## src/rtl/mc_ctrl_pkg.sv

```systemverilog
// rtl/mc_ctrl_pkg.sv - shared encodings for the multicycle MIPS control unit
// Holds FSM state codes, ALU/NPC/GPR/WD select encodings, instruction classes
// and the opcode/funct constants used by the decoder.
package mc_ctrl_pkg;

  typedef enum logic [2:0] {
    S_FETCH  = 3'd0,
    S_DECODE = 3'd1,
    S_EXEC   = 3'd2,
    S_MEM    = 3'd3,
    S_WB     = 3'd4,
    S_HALT   = 3'd5
  } state_t;

  typedef enum logic [3:0] {
    CL_ILL, CL_RALU, CL_IALU, CL_LW, CL_SW,
    CL_BEQ, CL_BNE, CL_J, CL_JAL, CL_JR, CL_JALR
  } cls_t;

  localparam logic [3:0] ALU_NOP  = 4'd0;
  localparam logic [3:0] ALU_ADD  = 4'd1;
  localparam logic [3:0] ALU_SUB  = 4'd2;
  localparam logic [3:0] ALU_AND  = 4'd3;
  localparam logic [3:0] ALU_OR   = 4'd4;
  localparam logic [3:0] ALU_SLT  = 4'd5;
  localparam logic [3:0] ALU_SLTU = 4'd6;
  localparam logic [3:0] ALU_SLL  = 4'd7;
  localparam logic [3:0] ALU_NOR  = 4'd8;
  localparam logic [3:0] ALU_SRL  = 4'd9;
  localparam logic [3:0] ALU_LUI  = 4'd10;

  localparam logic [1:0] NPC_PLUS4  = 2'd0;
  localparam logic [1:0] NPC_BRANCH = 2'd1;
  localparam logic [1:0] NPC_JUMP   = 2'd2;
  localparam logic [1:0] NPC_REG    = 2'd3;

  localparam logic [1:0] GPR_RD  = 2'd0;
  localparam logic [1:0] GPR_RT  = 2'd1;
  localparam logic [1:0] GPR_R31 = 2'd2;

  localparam logic [1:0] WD_ALU = 2'd0;
  localparam logic [1:0] WD_MEM = 2'd1;
  localparam logic [1:0] WD_PC4 = 2'd2;

  localparam logic [5:0] OP_RTYPE = 6'h00;
  localparam logic [5:0] OP_J     = 6'h02;
  localparam logic [5:0] OP_JAL   = 6'h03;
  localparam logic [5:0] OP_BEQ   = 6'h04;
  localparam logic [5:0] OP_BNE   = 6'h05;
  localparam logic [5:0] OP_ADDI  = 6'h08;
  localparam logic [5:0] OP_SLTI  = 6'h0a;
  localparam logic [5:0] OP_ANDI  = 6'h0c;
  localparam logic [5:0] OP_ORI   = 6'h0d;
  localparam logic [5:0] OP_LUI   = 6'h0f;
  localparam logic [5:0] OP_LW    = 6'h23;
  localparam logic [5:0] OP_SW    = 6'h2b;

  localparam logic [5:0] FN_SLL  = 6'h00;
  localparam logic [5:0] FN_SRL  = 6'h02;
  localparam logic [5:0] FN_SLLV = 6'h04;
  localparam logic [5:0] FN_SRLV = 6'h06;
  localparam logic [5:0] FN_JR   = 6'h08;
  localparam logic [5:0] FN_JALR = 6'h09;
  localparam logic [5:0] FN_ADD  = 6'h20;
  localparam logic [5:0] FN_ADDU = 6'h21;
  localparam logic [5:0] FN_SUB  = 6'h22;
  localparam logic [5:0] FN_SUBU = 6'h23;
  localparam logic [5:0] FN_AND  = 6'h24;
  localparam logic [5:0] FN_OR   = 6'h25;
  localparam logic [5:0] FN_NOR  = 6'h27;
  localparam logic [5:0] FN_SLT  = 6'h2a;
  localparam logic [5:0] FN_SLTU = 6'h2b;

endpackage

```

## src/rtl/mc_ctrl_dec.sv

```systemverilog
// rtl/mc_ctrl_dec.sv - combinational Op/Funct decode to class and ALU code
// Ports: op, funct in; cls (instruction class), alu_code (4-bit ALU op),
// ext_op (sign-extend), src_a (shamt to A), src_b (immediate to B) out.
module mc_ctrl_dec
  import mc_ctrl_pkg::*;
(
  input  logic [5:0] op,
  input  logic [5:0] funct,
  output cls_t       cls,
  output logic [3:0] alu_code,
  output logic       ext_op,
  output logic       src_a,
  output logic       src_b
);

  always_comb begin
    cls      = CL_ILL;
    alu_code = ALU_NOP;
    ext_op   = 1'b0;
    src_a    = 1'b0;
    src_b    = 1'b0;
    case (op)
      OP_RTYPE: begin
        cls = CL_RALU;
        case (funct)
          FN_ADD, FN_ADDU: alu_code = ALU_ADD;
          FN_SUB, FN_SUBU: alu_code = ALU_SUB;
          FN_AND:          alu_code = ALU_AND;
          FN_OR:           alu_code = ALU_OR;
          FN_NOR:          alu_code = ALU_NOR;
          FN_SLT:          alu_code = ALU_SLT;
          FN_SLTU:         alu_code = ALU_SLTU;
          FN_SLL:          begin alu_code = ALU_SLL; src_a = 1'b1; end
          FN_SRL:          begin alu_code = ALU_SRL; src_a = 1'b1; end
          FN_SLLV:         alu_code = ALU_SLL;
          FN_SRLV:         alu_code = ALU_SRL;
          FN_JR:           cls = CL_JR;
          FN_JALR:         cls = CL_JALR;
          default:         cls = CL_ILL;
        endcase
      end
      OP_ADDI: begin cls = CL_IALU; alu_code = ALU_ADD; ext_op = 1'b1; src_b = 1'b1; end
      OP_SLTI: begin cls = CL_IALU; alu_code = ALU_SLT; ext_op = 1'b1; src_b = 1'b1; end
      OP_ANDI: begin cls = CL_IALU; alu_code = ALU_AND; src_b = 1'b1; end
      OP_ORI:  begin cls = CL_IALU; alu_code = ALU_OR;  src_b = 1'b1; end
      OP_LUI:  begin cls = CL_IALU; alu_code = ALU_LUI; src_b = 1'b1; end
      OP_LW:   begin cls = CL_LW;   alu_code = ALU_ADD; ext_op = 1'b1; src_b = 1'b1; end
      OP_SW:   begin cls = CL_SW;   alu_code = ALU_ADD; ext_op = 1'b1; src_b = 1'b1; end
      OP_BEQ:  begin cls = CL_BEQ;  alu_code = ALU_SUB; end
      OP_BNE:  begin cls = CL_BNE;  alu_code = ALU_SUB; end
      OP_J:    cls = CL_J;
      OP_JAL:  cls = CL_JAL;
      default: cls = CL_ILL;
    endcase
  end

endmodule

```

## src/rtl/mc_ctrl.sv

```systemverilog
// rtl/mc_ctrl.sv - multicycle MIPS control FSM with retire counter and bus timeout
// Ports: clk, rst (async, active-high); Op, Funct, Zero, MemReady in;
// PCWrite, IRWrite, RegWrite, MemRead, MemWrite, IorD, EXTOp, ALUSrcA, ALUSrcB,
// ALUOp, NPCOp, GPRSel, WDSel, IllInstr (combinational controls), BusErr (sticky),
// InstrCnt (retired count), State (current state) out.
module mc_ctrl
  import mc_ctrl_pkg::*;
#(
  parameter int ALUOP_W = 4,
  parameter int TMO_W   = 4,
  parameter int CNT_W   = 32
) (
  input  logic               clk,
  input  logic               rst,
  input  logic [5:0]         Op,
  input  logic [5:0]         Funct,
  input  logic               Zero,
  input  logic               MemReady,
  output logic               PCWrite,
  output logic               IRWrite,
  output logic               RegWrite,
  output logic               MemRead,
  output logic               MemWrite,
  output logic               IorD,
  output logic               EXTOp,
  output logic               ALUSrcA,
  output logic               ALUSrcB,
  output logic [ALUOP_W-1:0] ALUOp,
  output logic [1:0]         NPCOp,
  output logic [1:0]         GPRSel,
  output logic [1:0]         WDSel,
  output logic               BusErr,
  output logic               IllInstr,
  output logic [CNT_W-1:0]   InstrCnt,
  output logic [2:0]         State
);

  state_t             state_q, next_state;
  logic [TMO_W-1:0]   wait_cnt;
  logic [TMO_W-1:0]   wait_inc;
  logic               tmo;

  cls_t       cls;
  logic [3:0] d_alu;
  logic       d_ext, d_src_a, d_src_b;

  logic pc_write, ir_write, reg_write, mem_read, mem_write, iord;
  logic ext_op, src_a, src_b, ill;
  logic [3:0] alu_op;
  logic [1:0] npc_op, gpr_sel, wd_sel;

  mc_ctrl_dec u_dec (
    .op       (Op),
    .funct    (Funct),
    .cls      (cls),
    .alu_code (d_alu),
    .ext_op   (d_ext),
    .src_a    (d_src_a),
    .src_b    (d_src_b)
  );

  // Timeout fires on the stalled cycle that would bring the counter to all-ones.
  assign wait_inc = wait_cnt + 1'b1;
  assign tmo      = !MemReady && (&wait_inc);

  always_comb begin
    next_state = state_q;
    pc_write   = 1'b0;
    ir_write   = 1'b0;
    reg_write  = 1'b0;
    mem_read   = 1'b0;
    mem_write  = 1'b0;
    iord       = 1'b0;
    ext_op     = 1'b0;
    src_a      = 1'b0;
    src_b      = 1'b0;
    alu_op     = ALU_NOP;
    npc_op     = NPC_PLUS4;
    gpr_sel    = GPR_RD;
    wd_sel     = WD_ALU;
    ill        = 1'b0;
    case (state_q)
      S_FETCH: begin
        mem_read = 1'b1;
        if (MemReady) begin
          ir_write   = 1'b1;
          next_state = S_DECODE;
        end else if (tmo) begin
          next_state = S_HALT;
        end
      end
      S_DECODE: begin
        if (cls == CL_J) begin
          pc_write   = 1'b1;
          npc_op     = NPC_JUMP;
          next_state = S_FETCH;
        end else if (cls == CL_ILL) begin
          ill        = 1'b1;
          pc_write   = 1'b1;
          next_state = S_FETCH;
        end else begin
          next_state = S_EXEC;
        end
      end
      S_EXEC: begin
        alu_op = d_alu;
        ext_op = d_ext;
        src_a  = d_src_a;
        src_b  = d_src_b;
        case (cls)
          CL_BEQ, CL_BNE: begin
            pc_write   = 1'b1;
            npc_op     = ((cls == CL_BEQ) == Zero) ? NPC_BRANCH : NPC_PLUS4;
            next_state = S_FETCH;
          end
          CL_JR: begin
            pc_write   = 1'b1;
            npc_op     = NPC_REG;
            next_state = S_FETCH;
          end
          CL_LW, CL_SW: next_state = S_MEM;
          default:      next_state = S_WB;
        endcase
      end
      S_MEM: begin
        iord      = 1'b1;
        mem_read  = (cls == CL_LW);
        mem_write = (cls != CL_LW);
        if (MemReady) begin
          if (cls == CL_LW) begin
            next_state = S_WB;
          end else begin
            pc_write   = 1'b1;
            next_state = S_FETCH;
          end
        end else if (tmo) begin
          next_state = S_HALT;
        end
      end
      S_WB: begin
        // ALU controls stay up so the combinational result is still valid at writeback.
        alu_op    = d_alu;
        ext_op    = d_ext;
        src_a     = d_src_a;
        src_b     = d_src_b;
        reg_write = 1'b1;
        pc_write  = 1'b1;
        case (cls)
          CL_JAL:  begin npc_op = NPC_JUMP; gpr_sel = GPR_R31; wd_sel = WD_PC4; end
          CL_JALR: begin npc_op = NPC_REG;  gpr_sel = GPR_RD;  wd_sel = WD_PC4; end
          CL_LW:   begin gpr_sel = GPR_RT;  wd_sel = WD_MEM; end
          CL_IALU: gpr_sel = GPR_RT;
          default: gpr_sel = GPR_RD;
        endcase
        next_state = S_FETCH;
      end
      S_HALT:  next_state = S_HALT;
      default: next_state = S_FETCH;
    endcase
  end

  always_ff @(posedge clk or posedge rst) begin
    if (rst) begin
      state_q  <= S_FETCH;
      wait_cnt <= '0;
      InstrCnt <= '0;
      BusErr   <= 1'b0;
    end else begin
      state_q <= next_state;
      if ((state_q == S_FETCH || state_q == S_MEM) && !MemReady && next_state == state_q)
        wait_cnt <= wait_inc;
      else
        wait_cnt <= '0;
      if (pc_write)
        InstrCnt <= InstrCnt + 1'b1;
      if (next_state == S_HALT)
        BusErr <= 1'b1;
    end
  end

  // Reset masks the combinational controls so FETCH does not request memory while held.
  assign PCWrite  = pc_write  & ~rst;
  assign IRWrite  = ir_write  & ~rst;
  assign RegWrite = reg_write & ~rst;
  assign MemRead  = mem_read  & ~rst;
  assign MemWrite = mem_write & ~rst;
  assign IorD     = iord      & ~rst;
  assign EXTOp    = ext_op    & ~rst;
  assign ALUSrcA  = src_a     & ~rst;
  assign ALUSrcB  = src_b     & ~rst;
  assign IllInstr = ill       & ~rst;
  assign ALUOp    = rst ? '0 : ALUOP_W'(alu_op);
  assign NPCOp    = rst ? 2'd0 : npc_op;
  assign GPRSel   = rst ? 2'd0 : gpr_sel;
  assign WDSel    = rst ? 2'd0 : wd_sel;
  assign State    = state_q;

endmodule

```

## config.mk

```make
export PLATFORM = sky130hd
export DESIGN_NAME = mc_ctrl
export DESIGN_NICKNAME = d
export VERILOG_FILES = /design/src/rtl/mc_ctrl_pkg.sv /design/src/rtl/mc_ctrl_dec.sv /design/src/rtl/mc_ctrl.sv
export SDC_FILE = /design/constraint.sdc
export NUM_CORES = 1
export LEC_CHECK = 0
export CAP_MARGIN = 20
export CORE_MARGIN = 2
export CORE_UTILIZATION = 45
export DETAILED_ROUTE_END_ITERATION = 6
export PLACE_DENSITY = 0.72
export SYNTH_ARGS = -nofsm -noshare
export SYNTH_HDL_FRONTEND = slang
export SYNTH_SLANG_ARGS = --single-unit
```

## constraint.sdc

```tcl
create_clock -name clk -period 4.64 [get_ports clk]
set_input_delay 0.928 -clock clk [delete_from_list [all_inputs] [get_ports clk]]
set_output_delay 0.928 -clock clk [all_outputs]
set_load 0.02 [all_outputs]
```

==> run metrics, run 1 <==
status=complete, no violations; Hold Path Stages=1; Starting DRT DRC Count=168; # resized after CTS=0; hpwl dp=5420 microns; Final ANT Viol Nets=0; worst path required time=3.71 ns; CTS tree=yes; routability cong.=0.865; maximum vdd drop=0.267 mV; Slew @ Worst Pin=0.651 ns; r2r setup slk=2.11 ns; total CTS buffers=5; syn nets=343; Hold Crit Class=reg -> reg; Distinct cells, synth=58; Static Leak=1.55 nW; global route total overflow=0; later-pin clock latency in the skew report=0.29 ns; largest net degree at the start of global routing=41; # port buffers=71; max-cap viol count=0; Avg Inst Size Synth=8.62 sq um; Area contributors post-synth=dfrtp_1 (36%), xnor2_1 (11%), nand3_1 (4.5%), nand4_1 (3.6%), nor2_1 (3.4%); TNS Setup=0 ns; CP Cell Sequence=clkdlybuf4s50_1 -> buf_4 -> nand4b_1 -> nand2b_1 -> o21ai_1 -> a21o_1 -> buf_4 -> nor4_1 -> clkdlybuf4s50_1; hold_ws=0.490 ns; RSZ-0062 raised after global routing=false; row count=28; DIE HEIGHT=82.8 microns; nature of the critical path endpoint=output pin; Max Fclk=221 MHz; deepest clock path buffer count=2; share of post-route cells with drive strength above 1=12.3%; Post-Route WL=7110 microns; Pint=0.000830 W; H-tree levels=2; CTS sink count=40; synthesis warning total=0; Via density=5.59; Die X=82.8 microns; Clk network pwr share=20.2%; area leader, netlist=dfrtp_1; vias in the first global route=2438; most frequent cells in the layout=clkdlybuf4s50_1 (69), dfrtp_1 (40), xnor2_1 (34); Die ar.=0.00685 sq mm; Worst slew margin=56.3%; worst slack at placement=0.0158 ns; Critical R2R Capture=InstrCnt[31]; Buf/Inv on CP=4; Area Overhead vs Synth=35.9%; register area share after synthesis=35.8%; number of synthesized flops with an enable pin=0; nets=424; drt drc=0; top_reg_cell synth=dfrtp_1; global-route wire length before repair=11400 microns; Worst Hold Endpoint=InstrCnt[31]; top cell type's share of synthesized area=35.8%; via count=2690; Flop pwr share=33.6%; all-layer global routing usage=21.3%; Tcrit/Tclk final=97.6%; CP arrival=3.60 ns; reg2reg path depth=7; CORE AREA=0.00596 sq mm; Setup CP Type=in -> out; critical path launch point type=primary input; most common cell after layout, fill and taps aside=clkdlybuf4s50_1; Sw Pwr=0.000591 W; worst flop-to-flop path startpoint=InstrCnt[2]; Synth Register Bits=40; initial antenna violation count=0; diode count=0; Post-Syn Area=0.00279 sq mm; clock root buffer=clkbuf_8; Max stage delay on crit path=0.70 ns; min-delay src=InstrCnt[31]; Placed Area=0.00368 sq mm; Final Hold Viols=0; setup slack after layout=0.111 ns; # hold bufs at CTS=0; Max Slew Vio Count=0; fraction of registers with async set/reset=100%; design area=0.00380 sq mm; Worst Path Max Fanout=10; Gate Count Post-Synth=324; CP delay by family, top=buffers and inverters; Comb power frac=46.2%; crit path max-delay cell type=clkdlybuf4s50_1; Power Total=0.00142 W; clk_skew=0.0110 ns; Pwr Density=374 mW/mm^2; per-cell routed wire length=14.8 microns; Post-CTS Setup Inserts=0; clock-pin slew on the worst setup and hold paths=0.09 ns; switch share=41.6%; Ports=72; final setup vio count=0; Initial DRT Pass Iterations=4; Initial Util=46.9%; min Tclk post-route=4.53 ns
[area by class of cell]
| cell class | instances | area [sq um] |
|---|---|---|
| clock buffers | 5 | 68.8 |
| clock inverters | 3 | 46.3 |
| fillers | 545 | 2160 |
| inverters | 11 | 41.3 |
| multi-input cells | 251 | 1640 |
| flip-flops and latches | 40 | 1000 |
| well taps | 75 | 93.8 |
| repair buffers | 96 | 903 |
[synthesized netlist by cell type (4+ instances only)]
library cell / count
a21oi_1: 12
a31oi_1: 4
and2_1: 9
and3_1: 12
clkbuf_1: 15
dfrtp_1: 40
inv_1: 10
nand2_1: 17
nand2b_1: 5
nand3_1: 25
nand4_1: 16
nor2_1: 25
nor2_2: 5
nor2b_1: 8
nor3_1: 12
o21ai_1: 4
or3_1: 5
xnor2_1: 34
[metrics by stage]
stage,cells,util [%]
finish,481,63.7
global route,481,63.7
CTS,481,63.7
detailed placement,473,61.7
global placement,473,61.7
floorplan,324,-
[metal layers]
metal | up-vias | track usage (%) | part of all wire [%] | wire length [microns]
met5 | - | 0 | 0 | 0
met1 | 1278 | 29.0 | 45 | 3190
met4 | 0 | 6.39 | 0.80 | 57
met3 | 6 | 2.92 | 4.6 | 327
met2 | 84 | 35.2 | 50 | 3530
li1 | 1322 | - | - | -
[cells by family after synthesis]
| kind of cell | share of synthesized area [%] |
|---|---|
| and+or+nand+nor | 32.4 |
| AOI/OAI and AO/OA | 13.0 |
| DFF | 35.8 |
| xor gates and xnor gates | 11.6 |
| buffers and inverters | 5.38 |
| adders and majority gates | 1.34 |
| muxes | 0.403 |
[worst register-to-register path, cell delays in order, from the launching register on]
cell and delay (ns):
dfrtp_1 0.48, nand4_1 0.19, nor4_2 0.59, and4_1 0.38, and3_1 0.28, and3_1 0.21, nand4_1 0.13, xnor2_1 0.17
[power by group through the flow]
stage / Sequential [W] / Clock (W) / Combinational, W
global placement: 0.000477 / 0 / 0.000646
finish: 0.000477 / 0.000287 / 0.000657
CTS: 0.000476 / 0.000291 / 0.000661
global route: 0.000485 / 0.000307 / 0.000713
detailed placement: 0.000482 / 0 / 0.000658
floorplan: 0.000502 / 0 / 0.000441
[sequential cells by signal, indices dropped and copies added, names as in the netlist]
name	count
wait_cnt	4
BusErr	1
InstrCnt	32
State	3
[worst max-delay path by stage]
| stage | startpoint | endpoint | slack [ns] | depth (start not counted) |
|---|---|---|---|---|
| 6_report | Op[2] | GPRSel[1] | 0.11 | 9 |
| 2_1_floorplan | Op[2] | NPCOp[0] | 0.70 | 7 |
| 5_1_grt | Op[2] | IllInstr | 0.01 | 10 |
| 4_1_cts | Op[2] | NPCOp[0] | 0.01 | 9 |
| 3_3_place_gp | Op[2] | NPCOp[0] | 0.03 | 9 |
| 3_5_place_dp | Op[2] | NPCOp[0] | 0.02 | 9 |
Note: power is estimated with default switching activity, not from simulation.
==> run 2: changes to the inputs <==
Settings changed: PLACE_DENSITY 0.72 to 0.74.
Clock period 4.64 ns to 3.8 ns, I/O delays scaled along.
==> run metrics, run 2 (synthesis results as in run 1) <==
per-cell routed wire length=14.3 microns (-3.2%); max-cap viol count=0 (unchanged); clk_skew=0.00931 ns (-0.00170 ns); clock root buffer=clkbuf_8; vias in the first global route=2555 (+4.8%); global route total overflow=0 (unchanged); all-layer global routing usage=21.5% (+0.21 points); Max Slew Vio Count=0 (unchanged); H-tree levels=2 (unchanged); deepest clock path buffer count=2 (unchanged); worst path required time=3.04 ns (-0.67 ns); Die ar.=0.00685 sq mm (unchanged); crit path max-delay cell type=clkdlybuf4s50_1; routability cong.=0.873 (+0.95%); # port buffers=71 (unchanged); Hold Crit Class=reg -> reg; row count=28 (unchanged); critical path launch point type=primary input; Setup CP Type=in -> out; CP most frequent cell=a211oi_2; total CTS buffers=5 (unchanged); maximum vdd drop=0.405 mV (+52%); status=complete, no violations; nature of the critical path endpoint=output pin; hold_ws=0.473 ns (-0.0177 ns); Die X=82.8 microns (unchanged); Starting DRT DRC Count=101 (-40%); Static Leak=1.69 nW (+9.3%); drt drc=0 (unchanged); Placed Area=0.00383 sq mm (+4.1%); Final Hold Viols=0 (unchanged); design area=0.00403 sq mm (+6.1%); most frequent cells in the layout=clkdlybuf4s50_1 (60), buf_4 (50), dfrtp_1 (40), xnor2_1 (34), nand3_1 (25); Tcrit/Tclk final=98.2%; CORE AREA=0.00596 sq mm (unchanged); CTS sink count=40 (unchanged); global-route wire length before repair=11500 microns (+0.96%); final setup vio count=0 (unchanged); Worst slew margin=58.1% (+1.9 points); most common cell after layout, fill and taps aside=clkdlybuf4s50_1; DIE HEIGHT=82.8 microns (unchanged); Power Total=0.00175 W (+23%); largest reg by FF count=InstrCnt; hpwl dp=5370 microns (-0.82%); diode count=0 (unchanged); CP arrival=2.97 ns (-0.63 ns); CTS tree=yes; share of post-route cells with drive strength above 1=21.2% (+8.8 points); min Tclk post-route=3.73 ns; Pwr Density=435 mW/mm^2 (+16%); via count=2729 (+1.4%); Initial DRT Pass Iterations=4 (unchanged); largest net degree at the start of global routing=41 (unchanged); initial antenna violation count=0 (unchanged); Ports=72 (unchanged); Post-Route WL=7230 microns (+1.6%); nets=448 (+5.7%); CP Cell Sequence=clkdlybuf4s50_1 -> and3b_1 -> a221oi_1 -> a32oi_2 -> a211oi_2 -> nand2_1 -> a211o_1 -> a211oi_2 -> buf_4; Final ANT Viol Nets=0 (unchanged); Max Fclk=268 MHz; Initial Util=46.9% (unchanged); max reg flops=32 (unchanged); clock-pin slew on the worst setup and hold paths=0.07 ns (-0.02 ns); Area Overhead vs Synth=44.2%; later-pin clock latency in the skew report=0.29 ns (about the same); Worst Path Max Fanout=5 (-5); Slew @ Worst Pin=0.623 ns (-0.0279 ns); Layout Utilization=67.6% (+3.9 points); Max stage delay on crit path=0.47 ns (-0.23 ns); Via density=5.40 (-3.4%); RSZ-0062 raised after global routing=true
## run 2: area by class of cell
class | instances | area (sq um)
Fill cell | 512 | 1930
Sequential cell | 40 | 1000
Clock buffer | 5 | 68.8
Multi-Input combinational cell | 251 | 1720
Clock inverter | 3 | 46.3
Inverter | 11 | 41.3
Timing Repair Buffer | 120 | 1060
Tap cell | 75 | 93.8
## run 2: critical path, delay by kind of cell
family                 cells  cell delay, ns
AOI/OAI and AO/OA          5            1.30
buffers and inverters      2            0.64
and+or+nand+nor            2            0.26
## run 2: repair_timing
action	in CTS	in global routing
pin swaps	1	4
setup buffers	1	3
hold endpoints to repair	0	0
hold buffers	0	0
gates resized for setup	27	20
endpoints found under the setup margin	9	11
## run 2: per-layer routing
layer | GRT usage (%) | wire length [microns] | vias up
met1 | 28.6 | 3320 | 1283
met3 | 3.35 | 296 | 8
met2 | 36.6 | 3530 | 76
met5 | 0 | 0 | -
met4 | 5.25 | 82 | 0
li1 | - | - | 1362
## run 2: final timing paths
kind	from	to	slack [ns]	cells after the start
max	Funct[3]	NPCOp[0]	0.07	9
min	BusErr	BusErr	0.47	1
max reg2reg	InstrCnt[2]	InstrCnt[31]	1.31	7
min reg2reg	BusErr	BusErr	0.47	1
max in group asynchronous	rst	BusErr	2.24	4
min in group asynchronous	rst	InstrCnt[2]	1.21	4
## run 2: where the power goes
group	internal [W]	leakage, nW	switching, W	total [W]
clock network	0.000198	0.0548	0.000154	0.000352
logic	0.000339	1.10	0.000472	0.000811
registers	0.000485	0.539	0.000102	0.000587
total	0.00102	1.69	0.000728	0.00175
## run 2: per-stage QoR
stage	setup slack, ns	cells	setup TNS, ns
floorplan	0.198	324	0
detailed placement	-0.512	493	-2.73
global placement	-0.463	493	-2.60
CTS	-0.00483	502	-0.00483
global route	-0.0118	505	-0.0182
finish	0.0699	505	0
